`config.mk`:
```
export PLATFORM = sky130hd
export DESIGN_NAME = dense_weight_fetch
export DESIGN_NICKNAME = d
export VERILOG_FILES = /design/src/rtl/dense_weight_fetch.sv
export SDC_FILE = /design/constraint.sdc
export NUM_CORES = 1
export LEC_CHECK = 0
export CAP_MARGIN = 25
export CELL_PAD_IN_SITES_DETAIL_PLACEMENT = 1
export CELL_PAD_IN_SITES_GLOBAL_PLACEMENT = 2
export CORE_ASPECT_RATIO = 0.6
export CORE_UTILIZATION = 40
export DETAILED_ROUTE_END_ITERATION = 10
export DONT_BUFFER_PORTS = 1
export HOLD_SLACK_MARGIN = 0.12
export PLACE_DENSITY = 0.91
export REMOVE_ABC_BUFFERS = 1
export SLEW_MARGIN = 30
export SYNTH_ARGS = -nofsm -noshare
export SYNTH_HDL_FRONTEND = slang
export SYNTH_SLANG_ARGS = --single-unit
```
`constraint.sdc`:
```
create_clock -name clk -period 6.19 [get_ports clk]
set_input_delay 0.619 -clock clk [delete_from_list [all_inputs] [get_ports clk]]
set_output_delay 0.619 -clock clk [all_outputs]
set_load 0.05 [all_outputs]
```
`src/rtl/dense_weight_fetch.sv`:
```
`timescale 1ns/1ps
// Streams packed dense-layer weights from dense_weight_rom onto a valid/ready bus with row/layer tags.
// Optional stall counter port stall_cycles is built when DENSE_FETCH_PERF_EN is defined.
module dense_weight_fetch #(
    parameter  int DEPTH = 16384,
    parameter  int WIDTH = 32,
    parameter  int DIM_W = 16,
    localparam int AW    = $clog2(DEPTH)
) (
    input  logic             clk,
    input  logic             reset,
    input  logic             start,
    input  logic [AW-1:0]    base_addr,
    input  logic [DIM_W-1:0] row_words,
    input  logic [DIM_W-1:0] num_rows,
    output logic             busy,
    output logic             done,
    output logic [AW-1:0]    rom_addr,
    output logic             rom_read_enable,
    input  logic [WIDTH-1:0] rom_weight,
    output logic             w_valid,
    input  logic             w_ready,
    output logic [WIDTH-1:0] w_data,
    output logic             w_last_row,
    output logic             w_last_layer
`ifdef DENSE_FETCH_PERF_EN
    ,
    output logic [31:0]      stall_cycles
`endif
);

    localparam int KW = 2 * DIM_W;

    typedef enum logic [1:0] {
        S_IDLE,
        S_FETCH,
        S_DRAIN,
        S_DONE
    } state_t;

    typedef struct packed {
        logic [WIDTH-1:0] data;
        logic             last_row;
        logic             last_layer;
    } entry_t;

    state_t           state_q;
    logic [AW-1:0]    base_q;
    logic [DIM_W-1:0] row_words_q;
    logic [DIM_W-1:0] num_rows_q;
    logic [KW-1:0]    k_q;
    logic [DIM_W-1:0] c_q;
    logic [DIM_W-1:0] row_q;
    logic [AW-1:0]    addr_q;
    logic             busy_q;
    logic             done_q;

    logic             inflight_q;
    logic             tag_row_q;
    logic             tag_layer_q;

    entry_t           fifo_q [2];
    entry_t           fifo_d [2];
    logic [1:0]       count_q;
    logic [1:0]       count_d;

    logic             pop;
    logic             push;
    logic [2:0]       credit;
    logic             issue;
    logic [AW-1:0]    issue_addr;
    logic             last_row_now;
    logic             last_layer_now;
    logic             drain_done;
    entry_t           push_entry;

    assign pop        = w_valid & w_ready;
    assign push       = inflight_q;
    assign credit     = {1'b0, count_q} + {2'b00, inflight_q} - {2'b00, pop};
    // Words already buffered or returning from the ROM reserve a FIFO slot, so reads stop before overflow.
    assign issue      = (state_q == S_FETCH) && (credit < 3'd2);
    assign issue_addr = base_q + k_q[AW-1:0];

    assign last_row_now   = (c_q == row_words_q - DIM_W'(1));
    assign last_layer_now = last_row_now && (row_q == num_rows_q - DIM_W'(1));

    // The last word of the layer leaves the FIFO this cycle and nothing is still returning from the ROM.
    assign drain_done = !inflight_q && ((count_q == 2'd0) || ((count_q == 2'd1) && pop));

    assign rom_read_enable = issue;
    assign rom_addr        = issue ? issue_addr : addr_q;

    assign busy = busy_q;
    assign done = done_q;

    always_ff @(posedge clk) begin
        if (reset) begin
            state_q     <= S_IDLE;
            base_q      <= '0;
            row_words_q <= '0;
            num_rows_q  <= '0;
            k_q         <= '0;
            c_q         <= '0;
            row_q       <= '0;
            addr_q      <= '0;
            busy_q      <= 1'b0;
            done_q      <= 1'b0;
        end else begin
            done_q <= 1'b0;
            case (state_q)
                S_IDLE: begin
                    if (start) begin
                        base_q      <= base_addr;
                        row_words_q <= row_words;
                        num_rows_q  <= num_rows;
                        k_q         <= '0;
                        c_q         <= '0;
                        row_q       <= '0;
                        busy_q      <= 1'b1;
                        if ((row_words == '0) || (num_rows == '0)) begin
                            state_q <= S_DONE;
                            done_q  <= 1'b1;
                        end else begin
                            state_q <= S_FETCH;
                        end
                    end
                end
                S_FETCH: begin
                    if (issue) begin
                        k_q    <= k_q + KW'(1);
                        addr_q <= issue_addr;
                        if (last_row_now) begin
                            c_q   <= '0;
                            row_q <= row_q + DIM_W'(1);
                        end else begin
                            c_q <= c_q + DIM_W'(1);
                        end
                        if (last_layer_now) begin
                            state_q <= S_DRAIN;
                        end
                    end
                end
                S_DRAIN: begin
                    if (drain_done) begin
                        state_q <= S_DONE;
                        done_q  <= 1'b1;
                    end
                end
                S_DONE: begin
                    busy_q  <= 1'b0;
                    state_q <= S_IDLE;
                end
                default: state_q <= S_IDLE;
            endcase
        end
    end

    // Tags ride alongside the ROM's one-cycle read latency.
    always_ff @(posedge clk) begin
        if (reset) begin
            inflight_q  <= 1'b0;
            tag_row_q   <= 1'b0;
            tag_layer_q <= 1'b0;
        end else begin
            inflight_q <= issue;
            if (issue) begin
                tag_row_q   <= last_row_now;
                tag_layer_q <= last_layer_now;
            end
        end
    end

    assign push_entry = '{data: rom_weight, last_row: tag_row_q, last_layer: tag_layer_q};

    // NOTE: every variable gets a default with a blocking assignment first, so no path can infer a latch.
    always_comb begin
        fifo_d  = fifo_q;
        count_d = count_q;
        case ({push, pop})
            2'b10: begin
                fifo_d[count_q[0]] = push_entry;
                count_d            = count_q + 2'd1;
            end
            2'b01: begin
                fifo_d[0] = fifo_q[1];
                count_d   = count_q - 2'd1;
            end
            2'b11: begin
                if (count_q == 2'd1) begin
                    fifo_d[0] = push_entry;
                end else begin
                    fifo_d[0] = fifo_q[1];
                    fifo_d[1] = push_entry;
                end
            end
            default: ;
        endcase
    end

    // NOTE: the two FIFO slots are reset because the head drives w_data, which must read 0 out of reset.
    always_ff @(posedge clk) begin
        if (reset) begin
            count_q <= '0;
            for (int i = 0; i < 2; i++) begin
                fifo_q[i] <= '0;
            end
        end else begin
            count_q <= count_d;
            fifo_q  <= fifo_d;
        end
    end

    assign w_valid      = (count_q != 2'd0);
    assign w_data       = fifo_q[0].data;
    assign w_last_row   = fifo_q[0].last_row;
    assign w_last_layer = fifo_q[0].last_layer;

`ifdef DENSE_FETCH_PERF_EN
    logic [31:0] stall_q;

    always_ff @(posedge clk) begin
        if (reset) begin
            stall_q <= '0;
        end else if ((state_q == S_IDLE) && start) begin
            stall_q <= '0;
        end else if (w_valid && !w_ready && (stall_q != '1)) begin
            stall_q <= stall_q + 32'd1;
        end
    end

    assign stall_cycles = stall_q;
`endif

endmodule

```
==> summary.md <==
| Metric | Value |
|---|---|
| Setup-failing EPs final | 0 |
| Metal2 WL | 11390 um |
| PwrDens | 455.4 nW/um^2 |
| Sequential fraction of the synthesis area | 38.68% |
| Row count | 43 |
| Leading area contributor after synthesis | dfxtp_1 |
| GPL Wtd Cong | 0.8414 |
| Cells after Synth | 1186 |
| Synth Register Bits | 183 |
| Critical Path RT | 5.57 ns |
| Met1 WL | 13190 um |
| # DRC | 0 |
| EDFF count, synth | 0 |
| Layout cells sized above 1 | 5.778% |
| Crit path kind | register to primary output |
| Routed vias/inst | 5.592 |
| DR vias | 8052 |
| Area contributors post-synth | dfxtp_1, nand2_1, a21oi_1, ha_1, nor2_1 |
| Worst Hold Class | input pin to register |
| Setup WS pre-CTS | 1.219 ns |
| Final Max Tran Viols | 0 |
| Vias in the first global route | 7986 |
| Initial Utilization | 40.85% |
| Tcrit/Tclk final | 87.71% |
| Cell area after synthesis | 9472 um^2 |
| Fin crit period | 5.429 ns |
| Clk slew on worst S/H paths | 0.08 ns |
| RSZ-0062 raised after global routing | no |
| Vert. Die Dim | 121.2 um |
| Largest net degree at the start of global routing | 158 |
| Pleak | 0.003569 uW |
| Fmax | 184.2 MHz |
| DR pass1 iterations | 4 |
| Predominant post-synthesis flop cell | dfxtp_1 |
| Initial antenna violation count | 0 |
| Core ar. | 23190 um^2 |
| First-pass GRT wire length | 42490 um |
| Wire length per cell | 18.55 um |
| Drt initial violations | 442 |
| Commonest non-fill, non-tap cell in the layout | nand2_1 |
| Unique masters post-synth | 64 |
| Area share of the largest cell type after synthesis | 38.68% |
| Clock sink count | 183 |
| Critical path data arrival time | 4.81 ns |
| Grt ovf | 0 |
| Full die area | 24320 um^2 |
| Worst slew pin tran | 1.002 ns |
| Fin. Hold Viols | 0 |
| Slew margin rel. | 32.82% |
| Maximum VDD drop | 0.0002508 V |
| Clock skew | 0.009205 ns |
| YS warnings | 0 |
| Root Buffer | clkbuf_16 |
| Max-capacitance violation count | 0 |
| CTS resizes | 0 |
| Met3 wire len | 1802 um |
| Final worst slack | 0.7606 ns |
| Post CTS Setup Buffer Count | 0 |
| I/O Buffers | 0 |
| Post-DRT Antenna Nets | 0 |
| Clk buf depth | 2 |
| Synth-to-layout area growth | 6.275% |
| Post-Route Setup TNS | 0 ns |
| Clk Latency, worst-skew pair | 0.45 ns |
| Inserted Diodes | 0 |
| Layout Nets | 1225 |
| Critical path peak fanout | 18 |
| I/O pin count | 134 |
| Avg Cell Area, Syn | 7.986 um^2 |
| Uppermost layer routed | met4 |
| H-tree level count | 4 |
| CTS tree | yes |
| Inserted Clock Buffers | 17 |
| CP Capture Type | primary output |
| CTS Hold Bufs | 0 |
| Post-Route WL | 26720 um |
| GRT Total Usage | 22.15% |
| Status | complete, no violations |
| Die width | 200.7 um |
| Most frequent cells in the layout | nand2_1, dfxtp_1, a21oi_1 |
| CP Launch Type | register |
| Post-DP HPWL | 18460 um |
| Post-synthesis async set-or-reset flop share | 0% |
cells by family after synthesis:
| logic type | after synthesis | synth area share [%] |
|---|---|---|
| AND/OR/NAND/NOR | 485 | 24.45 |
| AO/OA/AOI/OAI | 254 | 16.94 |
| flip-flops | 183 | 38.68 |
| buffers and inverters | 142 | 7.015 |
| XOR/XNOR | 73 | 6.750 |
| adder cells (fa/ha/maj) | 31 | 4.254 |
| multiplexers | 18 | 1.915 |
worst paths after layout:
check,from,end,slack (ns),cells after the start
setup / recovery,count_q[0]$_SDFFE_PP0P_,rom_addr[10],0.76,16
hold / removal,reset,base_q[10]$_SDFFE_PP0P_,0.25,1
setup reg to reg,count_q[0]$_SDFFE_PP0P_,c_q[0]$_SDFFE_PP0P_,1.48,17
hold reg to reg,fifo_q[31]$_SDFFE_PP0P_,fifo_q[31]$_SDFFE_PP0P_,0.45,2
sequential cells by signal (all words and copies together), names as in the netlist, 2 cells and up:
register,count
row_q,16
w_data,32
count_q,2
row_words_q,16
k_q,14
num_rows_q,16
c_q,16
base_q,14
state_q,2
fifo_q,34
addr_q,14
worst max-delay path, cell delays in order (launching register included):
cell	delay, ns
dfxtp_1	0.42
inv_1	0.11
ha_1	0.23
inv_1	0.38
nand2_1	0.19
inv_1	0.16
ha_1	0.24
nand2b_1	0.15
fa_1	0.39
xnor2_1	0.20
nand3_1	0.65
buf_4	0.42
inv_1	0.25
and3_1	0.21
mux2i_1	0.09
nand2_1	0.08
buf_4	0.19
synthesized netlist by cell type (all sizes together) (6+ instances only):
| library cell | instances |
|---|---|
| and3 | 10 |
| clkbuf | 64 |
| buf | 43 |
| xor2 | 34 |
| mux2i | 17 |
| nand2b | 6 |
| dfxtp | 183 |
| o21ai | 29 |
| nor2 | 95 |
| a21oi | 104 |
| or3 | 22 |
| or4 | 6 |
| nor3 | 19 |
| ha | 29 |
| nor2b | 14 |
| nand3 | 20 |
| a22oi | 36 |
| o211ai | 8 |
| nand2 | 221 |
| xnor2 | 39 |
| nor4 | 22 |
| a211oi | 39 |
| nand4 | 20 |
| inv | 35 |
| o31ai | 6 |
cell type report:
cell class | count | area, um^2
inverters | 35 | 131.4
clock buffers | 18 | 429.2
fillers | 2785 | 13120
well taps | 315 | 394.1
repair buffers | 14 | 105.1
clock inverters | 14 | 153.9
multi-input cells | 861 | 5189
flip-flops and latches | 183 | 3664
metrics by stage:
stage	cell area (um^2)	hold slack (ns)	total power [uW]	util [%]	std cells
2_1_floorplan	8939	0.4255	3017	-	1079
3_3_place_gp	9457	0.4358	3426	40.78	1408
3_5_place_dp	9462	0.4418	3486	40.80	1408
4_1_cts	10040	0.2345	4604	43.32	1440
5_1_grt	10070	0.2348	4847	43.41	1440
6_report	10070	0.2545	4584	43.41	1440
power breakdown:
group          switching (uW)  leakage [uW]  internal, uW  total, uW
Clock                     532      0.000290           575       1110
Combinational             996       0.00179           517       1510
Sequential                585       0.00149          1380       1960
metal layers:
metal	vias up	GRT usage, %
met4	0	6.632
li1	3946	-
met5	-	0
met3	26	6.821
met2	170	32.94
met1	3910	30.58
No activity file was read; power rests on OpenSTA's default activity.
